File: config.mk
export PLATFORM = sky130hd
export DESIGN_NAME = sd_arbiter
export DESIGN_NICKNAME = d
export VERILOG_FILES = /design/src/rtl/sd_arbiter.sv
export SDC_FILE = /design/constraint.sdc
export NUM_CORES = 1
export LEC_CHECK = 0
export ABC_CLOCK_PERIOD_IN_PS = 3300
export CAP_MARGIN = 40
export CORE_MARGIN = 10
export CORE_UTILIZATION = 39
export DETAILED_ROUTE_END_ITERATION = 7
export GPL_ROUTABILITY_DRIVEN = 0
export PLACE_DENSITY_LB_ADDON = 0.2
export SETUP_SLACK_MARGIN = 0.2
export SLEW_MARGIN = 10
export SYNTH_ARGS = -nofsm -noshare
export SYNTH_HDL_FRONTEND = slang
export SYNTH_SLANG_ARGS = --single-unit
File: constraint.sdc
create_clock -name clk_sys -period 3.3 [get_ports clk_sys]
set_clock_uncertainty 0.1 [all_clocks]
set_input_delay 0.99 -clock clk_sys [delete_from_list [all_inputs] [get_ports clk_sys]]
set_output_delay 0.99 -clock clk_sys [all_outputs]
set_load 0.005 [all_outputs]
File: src/rtl/sd_arbiter.sv
// sd_arbiter: round-robin sharing of the MiST SD block port among up to four disk clients.
module sd_arbiter #(
    parameter int CLIENTS   = 4,
    parameter int TIMEOUT_W = 24
) (
    input  logic                   clk_sys,
    input  logic                   reset,
    input  logic [CLIENTS-1:0]     req_rd,
    input  logic [CLIENTS-1:0]     req_wr,
    input  logic [32*CLIENTS-1:0]  req_lba,
    output logic [CLIENTS-1:0]     req_busy,
    output logic [CLIENTS-1:0]     req_done,
    output logic [CLIENTS-1:0]     req_err,
    output logic [8:0]             buff_addr,
    output logic [7:0]             buff_dout,
    output logic [CLIENTS-1:0]     buff_wr,
    input  logic [8*CLIENTS-1:0]   buff_din,
    output logic [1:0]             grant,
    output logic [31:0]            sd_lba,
    output logic                   sd_rd,
    output logic                   sd_wr,
    input  logic                   sd_ack,
    input  logic [8:0]             sd_buff_addr,
    input  logic [7:0]             sd_buff_dout,
    input  logic                   sd_buff_wr,
    output logic [7:0]             sd_buff_din
);
    typedef enum logic [1:0] {IDLE, ISSUE, XFER, DONE} state_t;
    state_t                 state, state_nx;
    logic [1:0]             last, last_nx, grant_nx, win;
    logic                   found, rd_nx, wr_nx;
    logic [31:0]            lba_nx;
    logic [TIMEOUT_W-1:0]   cnt, cnt_nx;
    logic [CLIENTS-1:0]     pend, err_nx, gsel;

    function automatic logic [1:0] wrap(input int v);
        return 2'(v % CLIENTS);
    endfunction

    assign pend = req_rd | req_wr;
    assign gsel = CLIENTS'(1) << grant;

    // Search starts just after the previous owner so it ends up lowest priority.
    always_comb begin
        found = 1'b0;
        win   = last;
        for (int k = 1; k <= CLIENTS; k++) begin
            if (!found && pend[wrap(int'(last) + k)]) begin
                found = 1'b1;
                win   = wrap(int'(last) + k);
            end
        end
    end

    always_comb begin
        state_nx = state;
        grant_nx = grant;
        last_nx  = last;
        lba_nx   = sd_lba;
        rd_nx    = sd_rd;
        wr_nx    = sd_wr;
        cnt_nx   = cnt;
        err_nx   = '0;
        case (state)
            IDLE: if (found) begin
                state_nx = ISSUE;
                grant_nx = win;
                last_nx  = win;
                lba_nx   = req_lba[32*win +: 32];
                rd_nx    = ~req_wr[win];
                wr_nx    = req_wr[win];
                cnt_nx   = '0;
            end
            ISSUE: begin
                cnt_nx = cnt + 1'b1;
                if (sd_ack) begin
                    rd_nx    = 1'b0;
                    wr_nx    = 1'b0;
                    state_nx = XFER;
                end else if (&cnt_nx) begin
                    rd_nx         = 1'b0;
                    wr_nx         = 1'b0;
                    err_nx[grant] = 1'b1;
                    state_nx      = IDLE;
                end
            end
            XFER:    state_nx = sd_ack ? XFER : DONE;
            default: state_nx = IDLE;
        endcase
    end

    always_ff @(posedge clk_sys or posedge reset) begin
        if (reset) begin
            state   <= IDLE;
            grant   <= '0;
            last    <= 2'(CLIENTS - 1);
            sd_lba  <= '0;
            sd_rd   <= 1'b0;
            sd_wr   <= 1'b0;
            cnt     <= '0;
            req_err <= '0;
        end else begin
            state   <= state_nx;
            grant   <= grant_nx;
            last    <= last_nx;
            sd_lba  <= lba_nx;
            sd_rd   <= rd_nx;
            sd_wr   <= wr_nx;
            cnt     <= cnt_nx;
            req_err <= err_nx;
        end
    end

    assign req_busy    = (state == ISSUE || state == XFER) ? gsel : '0;
    assign req_done    = (state == DONE) ? gsel : '0;
    assign buff_wr     = (sd_buff_wr && state == XFER) ? gsel : '0;
    assign buff_addr   = sd_buff_addr;
    assign buff_dout   = sd_buff_dout;
    assign sd_buff_din = buff_din[8*grant +: 8];
endmodule

Word level (Yosys, flattened, before mapping). Index checks and enable logic that the tools add are counted.

Word-level logic and storage cells: 85. Register bits: 68. Input port bits: 189. Output and inout port bits: 77.

Shift operators: 3. Multiplexer cells: 39. Bitwise operators: 2. Eq/ne operators: 5. $add $sub $neg: 5. Reduce and logical (&&, ||, !) cells: 16. Order comparisons: 7.

Operators by type and width (number): $shiftx 128x8->32 (1); $pmux 24 s2 (1); $shiftx 32x6->8 (1); $add 24x1->24 const B (1); $mux 24 (1); $mux 4 (6); $reduce_and 24->1 (1); $lt 2x3->1 const B (6); $mux 1 (15); $mux 2 (7); $bmux 1 s2 (5); $pmux 2 s3 (1); $reduce_and 2->1 (3); $logic_and 1x1->1 (5); $add 2x1->2 const B (2); $add 2x2->2 const B (2); $eq 2x2->1 const B (2); $or 4x4->4 (1); $pmux 1 s2 (2); $shl 1x2->4 const A (1); $logic_not 1->1 (3); $ne 3x3->1 const B (1); $reduce_and 3->1 (1); $demux 1 s2 (1); other kinds (7) (7).

Longest topological paths before layout.
Depth after elaboration: 18. Depth in mapped cells: 9. Depth with buffers taken out: 8.

Worst setup path after synthesis. OpenSTA, ideal clock, no wires.

Path kind: input to register. From: input req_rd[3]. To: register sd_lba[3]. Slack: 0.396 ns. Library setup time: 0.125 ns. Required time: 3.075 ns. Path buffers: 1. Cell stages on the path: 6. Arrival: 2.679 ns. Cells stage by stage: or4_1 o21a_1 o21ai_2 buf_4 mux4_2 mux2_2.

Word-level cells in the longest chain between the ends: 14.

Ends and longest elaborated chain: from (decl) (RTL line 8) `input logic [CLIENTS-1:0] req_rd,`; $or 4x4->4 * (RTL line 40) `assign pend = req_rd | req_wr;`; $bmux 1 s2 (RTL line 48) `if (!found && pend[wrap(int'(last) + k)]) begin`; $mux 1 (not written as such) (RTL line 48); $mux 1 (RTL line 48); $logic_not 1->1 (RTL line 48); $logic_and 1x1->1 (RTL line 48); $mux 1 (RTL line 48); $logic_not 1->1 (RTL line 48); $logic_and 1x1->1 (RTL line 48); $mux 1 (RTL line 48); $logic_not 1->1 (RTL line 48); $logic_and 1x1->1 (RTL line 48); $mux 2 or $mux 1 (tied branches) (RTL line 48); $shiftx 128x8->32 or $reduce_and 2->1 (tied branches); to (signal assigned) (RTL line 106) `sd_lba <= lba_nx;`; to (decl) (RTL line 19) `output logic [31:0] sd_lba,`.

Every way passes the cells marked *; elsewhere a longest branch is shown, timed or not. The select of a mux whose other input is x is not followed. A chain may end at the register's enable or synchronous reset.

Worst setup path after layout.
From: input buff_din[26]. To: output sd_buff_din[2].

Word-level cells in the longest chain between the ends: 1.

Ends and longest elaborated chain: from (decl) (RTL line 17) `input logic [8*CLIENTS-1:0] buff_din,`; $shiftx 32x6->8 (RTL line 119) `assign sd_buff_din = buff_din[8*grant +: 8];`; to (decl) (RTL line 26) `output logic [7:0] sd_buff_din`.

Every way passes these cells.

==> flow_summary.yaml <==
run_status:
  status: "finished, final reports clean"
logic_synthesis:
  synthCells: 385
  ys_warn_count: 0
  ys_dominant_reg_cell: "dfrtp_1"
  synth_xor_area_frac: 0.0135
  synth_nets: 580
  synthTopCellsByArea: "dfrtp_1, mux4_2, mux2_2, buf_4, o21ai_0"
  synth_simple_gate_area_frac: 0.136
  synth.largest_area_cell: "dfrtp_1"
  synth_top_family_by_area: "multiplexers"
  avgSynthCellArea_sq_um: 11.8
  synthMuxAreaShare: 0.292
  synthAdderAreaFrac: 0.0165
  ys_ff_latch: 68
  synth_edf_count: 0
  synth_compound_area_frac: 0.0956
  synthArstFlopShare: 1.00
  ys_seq_area_frac: 0.375
  synth_top_area_frac: 0.364
  synth_area_sq_um: 4540
  synth_cell_types: 53
clock_tree:
  clk_pin_slew_ns: 0.06
  numCtsBuffers: 9
  clock_path_buffers: 2
  clock-sinks: 68
  cts_tree: "done"
  cts_root_buf: "clkbuf_16"
  clock_latency_ns: 0.33
  htreeDepth: 3
worst_setup_path:
  rr_worst_depth: 8
  required_ns: 2.21
  cpMaxStageDelayCell: "mux4_2"
  cp_slowest_stage_delay_ns: 0.47
  startpoint_type: "primary input"
  crit_chain: "clkdlybuf4s50_1 > mux4_2 > clkbuf_2"
  critPathTopFamily: "buffers and inverters"
  regToRegStartpoint: "cnt[0]"
  cp_max_fo: 1
  endpoint_kind: "primary output"
  crit_type: "primary input to primary output"
  worst-path-stages: 3
  ff2ff_setup_slack_ns: 0.75
  r2r-end: "state[0]"
  worstPathArrival_ns: 2.00
  crit_buf_inv: 2
grt:
  antenna_found_initial: 0
  use_met2: 0.357
  grt_busiest_layer: "met2"
  grt_pass1_vias: 4539
  gr-total-overflow: 0
  grt_pass1_wl_mm: 24.8
  grt_start_max_net_pins: 63
  use_met3: 0.0873
  grt.met1_usage: 0.189
  grt_usage: 0.194
power_and_ir_drop:
  sequentialPowerShare: 0.247
  pwr-share-clk: 0.185
  p_int_uw: 3760
  p_sw_uw: 1840
  irDropWorstVdd_v: 0.000543
  switching_share: 0.329
  p_comb_frac: 0.568
  pwr_density_cell_nw_per_um2: 769
  power_uw: 5600
  p_leak_uw: 0.00295
sta:
  setup_ws_ns: 0.206
  finalCritPeriodShare: 0.937
  fin_crit_ns: 3.09
  max_slew_margin: 0.639
  rsz0062_at_grt: "true"
  setup_violations: 0
  drv_slew: 0
  worst_pin_slew_ns: 0.538
  fmax_mhz: 323
  hold_viol_final: 0
drt:
  drcViolationCount: 0
  wl_per_cell_um: 21.7
  initialDrtViolationCount: 254
  via_count: 4090
  dr.pass1.iters: 4
  ant_nets: 0
  routed_wirelength_mm: 16.3
  viasPerCell: 5.44
floorplanning:
  initial_utilization: 0.398
  io_pins: 266
  std_cell_rows: 39
  die_area_sq_um: 16400
  die_width_um: 128
  core_area_sq_um: 11400
  fp.dieH_um: 128
worst_hold_path:
  hold_depth: 1
  whs_endpoint: "cnt[23]"
  min_path_type: "flip-flop to flip-flop"
  hp-start: "cnt[23]"
placed_design:
  dp_slack_ns: -0.145
  hpwl_mm: 13.5
  io_buffers: 231
final_layout:
  syn_to_final_growth_pct: 60.5
  final_util: 0.639
  drive_gt1_frac: 0.222
  fillCellCount: 911
  n_antenna_cell: 0
  nets: 799
job:
  drv_cap: 0
[synth_stat cells (7+ instances only)]
library cell	n
inv_1	9
nand2_1	27
mux2_2	34
nor2_1	28
nand3_1	10
buf_4	20
mux4_2	38
buf_2	9
dfrtp_1	66
o21ai_0	29
o31ai_1	11
and3_1	7
[timing repair]
item	CTS	global route
setup buffers	0	0
pin swaps	0	1
hold buffers	0	0
gates resized for setup	39	13
hold endpoints to repair	0	0
endpoints found under the setup margin	18	37
[worst max-delay path by stage]
stage,startpoint,end,slack [ns]
after global placement,buff_din[19],sd_buff_din[3],-0.15
after floorplan,req_rd[3],sd_lba[3],0.40
after detailed placement,buff_din[1],sd_buff_din[1],-0.14
after global routing,req_wr[1],sd_lba[1],0.16
after CTS,buff_din[26],sd_buff_din[2],0.03
final,buff_din[26],sd_buff_din[2],0.21
[registers in the layout, summed over array words and instances, names as in the netlist]
register,cells
req_err,4
sd_lba,32
state,2
grant,2
cnt,24
sd_wr,1
sd_rd,1
last,2
[power groups by stage]
stage	clock network [uW]	logic [uW]	registers, uW
finish	1040	3180	1380
floorplan	0	1970	1300
detailed placement	0	3270	1390
CTS	1050	3240	1390
global placement	0	3220	1370
global route	1090	3420	1430
[cells in the final DEF (no fill, tap or decap), drive strengths merged, types with 4 or more instances in the layout]
master,Yosys,layout
a21oi,6,6
and3,7,7
buf,34,24
clkbuf,6,13
clkdlybuf4s50,0,208
dfrtp,66,66
dlygate4sd2,0,7
dlymetal6s2s,0,8
ha,6,6
inv,9,9
mux2,34,34
mux4,41,41
nand2,27,27
nand3,11,11
nand4,9,9
nor2,30,30
nor2b,4,4
nor3,7,7
nor4,4,4
o21ai,35,35
o31ai,11,11
xnor2,4,4
[final cells by class]
cell class / instances / area (sq um) / share of cell area
Clock buffer: 12 / 246 / 0.0338
Clock inverter: 4 / 72.6 / 0.00995
Inverter: 9 / 33.8 / 0.00463
Multi-Input combinational cell: 268 / 2540 / 0.349
Sequential cell: 68 / 1710 / 0.234
Tap cell: 143 / 179 / 0.0245
Timing Repair Buffer: 248 / 2510 / 0.344
[routing by layer]
layer / vias to the layer above / part of all wire
met4: 0 / 0.020
met1: 2022 / 0.33
met5: - / 0
met2: 151 / 0.55
li1: 1898 / -
met3: 19 / 0.093
[per-stage QoR]
step / setup TNS (ns) / hold WS, ns / instance area [sq um] / instances
4_1_cts: 0 / 0.382 / 7260 / 752
2_1_floorplan: 0 / 0.338 / 4540 / 385
3_5_place_dp: -3.71 / 0.368 / 6980 / 736
3_3_place_gp: -2.53 / 0.364 / 6980 / 736
6_report: 0 / 0.384 / 7290 / 752
5_1_grt: 0 / 0.429 / 7290 / 752
[cell families after synthesis]
logic type                 count (synthesis)
and+or+nand+nor                          112
adders and majority gates                  6
muxes                                     76
buffers and inverters                     49
AOI/OAI and AO/OA                         67
DFF                                       68
xor gates and xnor gates                   7
Power figures use the tool's default switching activity.
